## src/rtl/nx_stream_arbiter_rr.sv

```systemverilog
// nx_stream_arbiter_rr: merges PORTS valid/ready streams into one registered, source-tagged output.
// Optional per-port saturating grant counters are built when NX_ARB_STATS_EN is defined.
module nx_stream_arbiter_rr #(
    parameter int STREAM_WIDTH = 32,
    parameter int PORTS        = 4,
    parameter int RR_MODE      = 1,
    localparam int DIR_WIDTH   = (PORTS > 1) ? $clog2(PORTS) : 1
) (
    input  logic                          clk_i,
    input  logic                          rst_i,
    input  logic [PORTS*STREAM_WIDTH-1:0] in_data_i,
    input  logic [PORTS-1:0]              in_valid_i,
    output logic [PORTS-1:0]              in_ready_o,
    output logic [STREAM_WIDTH-1:0]       arb_data_o,
    output logic [DIR_WIDTH-1:0]          arb_dir_o,
    output logic                          arb_valid_o,
    input  logic                          arb_ready_i,
    output logic                          idle_o
`ifdef NX_ARB_STATS_EN
    ,
    output logic [PORTS*16-1:0]           grant_count_o,
    input  logic                          stats_clear_i
`endif
);

    logic [DIR_WIDTH-1:0]    last_q;
    logic [STREAM_WIDTH-1:0] data_q;
    logic [DIR_WIDTH-1:0]    dir_q;
    logic                    valid_q;

    logic                    can_load;
    logic                    grant_found;
    logic                    grant;
    logic [DIR_WIDTH-1:0]    grant_idx;
    logic [STREAM_WIDTH-1:0] grant_data;

    assign can_load = !valid_q || arb_ready_i;

    // Round-robin scans from the port after the last winner; fixed priority scans from 0.
    always_comb begin
        grant_found = 1'b0;
        grant_idx   = '0;
        for (int k = 0; k < PORTS; k++) begin
            automatic int idx = (RR_MODE != 0) ? ((int'(last_q) + 1 + k) % PORTS) : k;
            if (!grant_found && in_valid_i[idx]) begin
                grant_found = 1'b1;
                grant_idx   = DIR_WIDTH'(idx);
            end
        end
    end

    assign grant      = can_load && grant_found;
    assign grant_data = in_data_i[int'(grant_idx)*STREAM_WIDTH +: STREAM_WIDTH];

    always_comb begin
        in_ready_o = '0;
        if (grant) begin
            in_ready_o[grant_idx] = 1'b1;
        end
    end

    // NOTE: sequential state uses non-blocking assignments so every flop samples pre-edge values.
    always_ff @(posedge clk_i or negedge rst_i) begin
        if (!rst_i) begin
            data_q  <= '0;
            dir_q   <= '0;
            valid_q <= 1'b0;
            last_q  <= DIR_WIDTH'(PORTS - 1);
        end else begin
            if (grant) begin
                data_q  <= grant_data;
                dir_q   <= grant_idx;
                valid_q <= 1'b1;
                if (RR_MODE != 0) begin
                    last_q <= grant_idx;
                end
            end else if (arb_ready_i) begin
                valid_q <= 1'b0;
            end
        end
    end

    assign arb_data_o  = data_q;
    assign arb_dir_o   = dir_q;
    assign arb_valid_o = valid_q;
    assign idle_o      = !valid_q && (in_valid_i == '0);

`ifdef NX_ARB_STATS_EN
    logic [15:0] count_q [PORTS];

    // NOTE: the counter array is architectural state, so every element is reset, unlike a RAM.
    always_ff @(posedge clk_i or negedge rst_i) begin
        if (!rst_i) begin
            for (int p = 0; p < PORTS; p++) begin
                count_q[p] <= '0;
            end
        end else if (stats_clear_i) begin
            for (int p = 0; p < PORTS; p++) begin
                count_q[p] <= '0;
            end
        end else if (grant && (count_q[grant_idx] != 16'hFFFF)) begin
            count_q[grant_idx] <= count_q[grant_idx] + 16'd1;
        end
    end

    always_comb begin
        grant_count_o = '0;
        for (int p = 0; p < PORTS; p++) begin
            grant_count_o[p*16 +: 16] = count_q[p];
        end
    end
`endif

    a_ready_onehot: assert property (@(posedge clk_i) disable iff (!rst_i) $onehot0(in_ready_o));

    a_output_stable: assert property (@(posedge clk_i) disable iff (!rst_i)
        (arb_valid_o && !arb_ready_i) |=> (arb_valid_o && $stable(arb_data_o) && $stable(arb_dir_o)));

endmodule

```

## config.mk

```make
export PLATFORM = sky130hd
export DESIGN_NAME = nx_stream_arbiter_rr
export DESIGN_NICKNAME = d
export VERILOG_FILES = /design/src/rtl/nx_stream_arbiter_rr.sv
export SDC_FILE = /design/constraint.sdc
export NUM_CORES = 1
export LEC_CHECK = 0
export CAP_MARGIN = 0
export CORE_ASPECT_RATIO = 2
export CORE_MARGIN = 1.5
export CORE_UTILIZATION = 38
export CTS_CLUSTER_SIZE = 10
export DETAILED_ROUTE_END_ITERATION = 8
export DONT_BUFFER_PORTS = 1
export GPL_ROUTABILITY_DRIVEN = 0
export MAX_ROUTING_LAYER = met4
export SLEW_MARGIN = 20
export SYNTH_ARGS = -nofsm -noshare
export SYNTH_HDL_FRONTEND = slang
export SYNTH_SLANG_ARGS = --single-unit
```

## constraint.sdc

```tcl
create_clock -name clk_i -period 2.3 [get_ports clk_i]
set_input_delay 0.345 -clock clk_i [delete_from_list [all_inputs] [get_ports clk_i]]
set_output_delay 0.345 -clock clk_i [all_outputs]
set_load 0.01 [all_outputs]
```

==> impl_metrics.yaml, run 1 <==
status:
  status: "finished, final reports clean"
hold_path:
  min_to: "arb_valid_o$_DFFE_PN0P_"
  min_path_cells: 2
  min-delay-path-class: "in -> reg"
  timing.hold.worst.start: "in_valid_i[1]"
global_route:
  antenna_found_initial: 0
  maximum_number_of_pins_on_one_net_before_global_route_repair: 38
  grt_first_pass_wirelength_mm: 12.78
  vias_in_the_first_global_route: 2474
  grt-ovfl-total: 0
  global_routing_usage_summed_across_all_routing_layers: 0.2147
route:
  drc: 0
  drt_iter0_drc: 218
  finalWirelength_mm: 8.581
  drt_first_pass_iters: 6
  vias: 2530
  detail-route-antenna-nets: 0
  drt-wirelength-per-cell_um: 22.29
  avgViaCountPerCell: 6.571
layout:
  share_of_final_layout_standard_cells_stronger_than_drive_strength_1: 0.2184
  most-common-layout-cells: "sky130_fd_sc_hd__nand2_1, sky130_fd_sc_hd__dfrtp_1"
  nets: 427
  area_growth_syn_to_layout_pct: 10.36
  insertedDiodeCount: 0
  final_common_cell: "sky130_fd_sc_hd__nand2_1"
  final-instance-count-excl-fill: 385
clock_tree:
  cts_tree: "done"
  path_clk_slew_ps: 50
  post_cts_hold_buffer_count: 2
  cts-root-to-sink-buffers: 2
  cts.htree.levels: 2
  post_cts.repair.setup_buffers: 0
  post_cts_resized: 0
  clock_latency_ps: 280
  cts.root.buffer_cell: "sky130_fd_sc_hd__clkbuf_16"
  numCtsBuffers: 5
  numClockSinks: 37
worst_setup_path:
  timing.critical_path.required_ps: 1960
  crit_path_end_kind: "output port"
  critPathKind: "reg -> out"
  timing.reg2reg.worst_path_depth: 6
  timing.rr.start: "last_q[0]$_DFFE_PN1P_"
  arrival_ps: 1860
  ff2ff_setup_slack_ps: 290
  crit_fanout: 8
  reg2reg_to: "arb_data_o[16]$_DFFE_PN0P_"
  cp_launch_type: "flip-flop"
synthesis:
  mappedNetlistArea_mm2: 0.002778
  synth.ff_latch_count: 37
  number_of_enable_type_register_cells_in_the_synthesized_netlist: 0
  synthFlopType: "sky130_fd_sc_hd__dfrtp_1"
  post_synth.cell_area_avg_um2: 9.290
  ys.warnings.count: 0
  yosysSeqAreaShare: 0.3342
  synthArstFlopShare: 1.000
  post_synth_num_cell_types: 30
  net_count_after_synthesis: 434
  post_synth_inst_count: 299
power:
  power_per_cell_area_mw_per_mm2: 879.0
  worst_vdd_ir_mv: 0.4432
  power_leakage_nw: 1.276
placement:
  place.detailed.hpwl_mm: 6.016
  dp.cells: 375
  place.port_buffers: 0
  detailedPlace.worstSlack_ps: 300.9
floorplanning:
  dieArea_mm2: 0.007863
  die_width_um: 63.46
  num_io_pins: 175
  fp.coreArea_mm2: 0.007157
  starting_density_of_the_core: 0.3881
  die_span_y_um: 123.9
  core.rowCount: 44
timing:
  hold_viol: 0
  timing.fmax_mhz: 453.1
  timing_worst_slew_pin_value_ps: 620.2
  post-route-period-util: 0.9597
  relSlewSlack: 0.5856
  setup_viol: 0
  hold-worst-slack_ps: 191.4
  setup_tns_ps: 0
  fin_ws_ps: 92.80
  final.min_clock_period_ps: 2207
  setup_repair_after_global_routing_missed_its_margin: "no"
  slew_violations: 0
  worst_clock_skew_ps: 4.057
job:
  max-cap-violations: 0
-- worst max-delay path by stage --
stage	start	cells after the start	end	slack, ps
after floorplan	last_q[0]$_DFFE_PN1P_	5	in_ready_o[2]	320
after global placement	last_q[0]$_DFFE_PN1P_	6	arb_data_o[11]$_DFFE_PN0P_	400
after detailed placement	last_q[0]$_DFFE_PN1P_	6	arb_data_o[16]$_DFFE_PN0P_	300
after CTS	last_q[0]$_DFFE_PN1P_	6	in_ready_o[0]	80
after global routing	arb_valid_o$_DFFE_PN0P_	5	in_ready_o[0]	10
final	last_q[0]$_DFFE_PN1P_	6	in_ready_o[0]	90
-- report_power, final --
part           total (mW)  switching (mW)  internal [mW]
combinational       0.920           0.508          0.413
clock               0.691           0.259          0.432
sequential           1.08           0.237          0.845
total                2.69            1.00           1.69
-- layer usage --
metal	vias up	GRT usage	wire length (um)
met2	169	0.3875	4566
li1	1134	-	-
met3	9	0.04246	755
met5	-	-	0
met1	1218	0.2377	3150
met4	0	0.06250	109
-- state kept, by name, indices dropped and copies added, names as in the netlist --
name and cells:
arb_valid_o 1, last_q 2, arb_dir_o 2, arb_data_o 32
-- through the flow --
stage / power [mW] / area (um2) / util
after floorplan: 1.780 / 2778 / -
after global placement: 1.960 / 2889 / 0.4037
after detailed placement: 1.996 / 2889 / 0.4037
after CTS: 2.719 / 3065 / 0.4283
after global routing: 2.845 / 3065 / 0.4283
final: 2.694 / 3065 / 0.4283
-- critical path, cell delays in order, from the launching register on --
cell	delay [ps]
sky130_fd_sc_hd__dfstp_2	560
sky130_fd_sc_hd__nand2b_1	210
sky130_fd_sc_hd__o22ai_1	170
sky130_fd_sc_hd__a21o_1	190
sky130_fd_sc_hd__nand2_1	240
sky130_fd_sc_hd__nor2_1	70
sky130_fd_sc_hd__buf_4	150
-- cell families (layout without fill, tap and decap cells) --
logic type	count (synthesis)	in the layout	share of synthesized area
AOI/OAI and AO/OA	109	109	0.3270
and+or+nand+nor	89	89	0.1622
DFF	37	37	0.3342
muxes	32	32	0.1153
buffers and inverters	32	26	0.06126
-- cell usage after synthesis (2+ instances only) --
| master | n | area, um2 |
|---|---|---|
| sky130_fd_sc_hd__buf_2 | 10 | 50.05 |
| sky130_fd_sc_hd__nor2b_1 | 2 | 12.51 |
| sky130_fd_sc_hd__nand2_1 | 36 | 135.1 |
| sky130_fd_sc_hd__clkbuf_1 | 16 | 60.06 |
| sky130_fd_sc_hd__a21oi_1 | 2 | 10.01 |
| sky130_fd_sc_hd__buf_8 | 2 | 30.03 |
| sky130_fd_sc_hd__a21bo_2 | 32 | 320.3 |
| sky130_fd_sc_hd__nand4_1 | 32 | 200.2 |
| sky130_fd_sc_hd__o21ai_1 | 2 | 10.01 |
| sky130_fd_sc_hd__o31ai_1 | 32 | 240.2 |
| sky130_fd_sc_hd__nor2_1 | 10 | 37.54 |
| sky130_fd_sc_hd__buf_6 | 2 | 22.52 |
| sky130_fd_sc_hd__a21o_1 | 4 | 30.03 |
| sky130_fd_sc_hd__dfstp_2 | 2 | 52.55 |
| sky130_fd_sc_hd__mux2i_1 | 32 | 320.3 |
| sky130_fd_sc_hd__o211ai_1 | 32 | 240.2 |
| sky130_fd_sc_hd__nand2b_1 | 3 | 18.77 |
| sky130_fd_sc_hd__dfrtp_1 | 35 | 875.8 |
| sky130_fd_sc_hd__buf_1 | 2 | 7.510 |
-- layout make-up --
class / count / area (um2)
fillers: 722 / 4091
clock buffers: 8 / 146.4
well taps: 92 / 115.1
flip-flops and latches: 37 / 928.4
repair buffers: 18 / 175.2
multi-input cells: 230 / 1700
Note: power is estimated with default switching activity, not from simulation.
==> inputs of run 2 (changes only) <==
GPL_TIMING_DRIVEN = 1   (was not set)
==> results of run 2 <==
The final DEF is identical to that of run 1; final timing and power are the same.
==> inputs of run 3 (changes only) <==
SLEW_MARGIN = not set   (was 20)
==> results of run 3 <==
The final DEF is identical to that of run 1; final timing and power are the same.
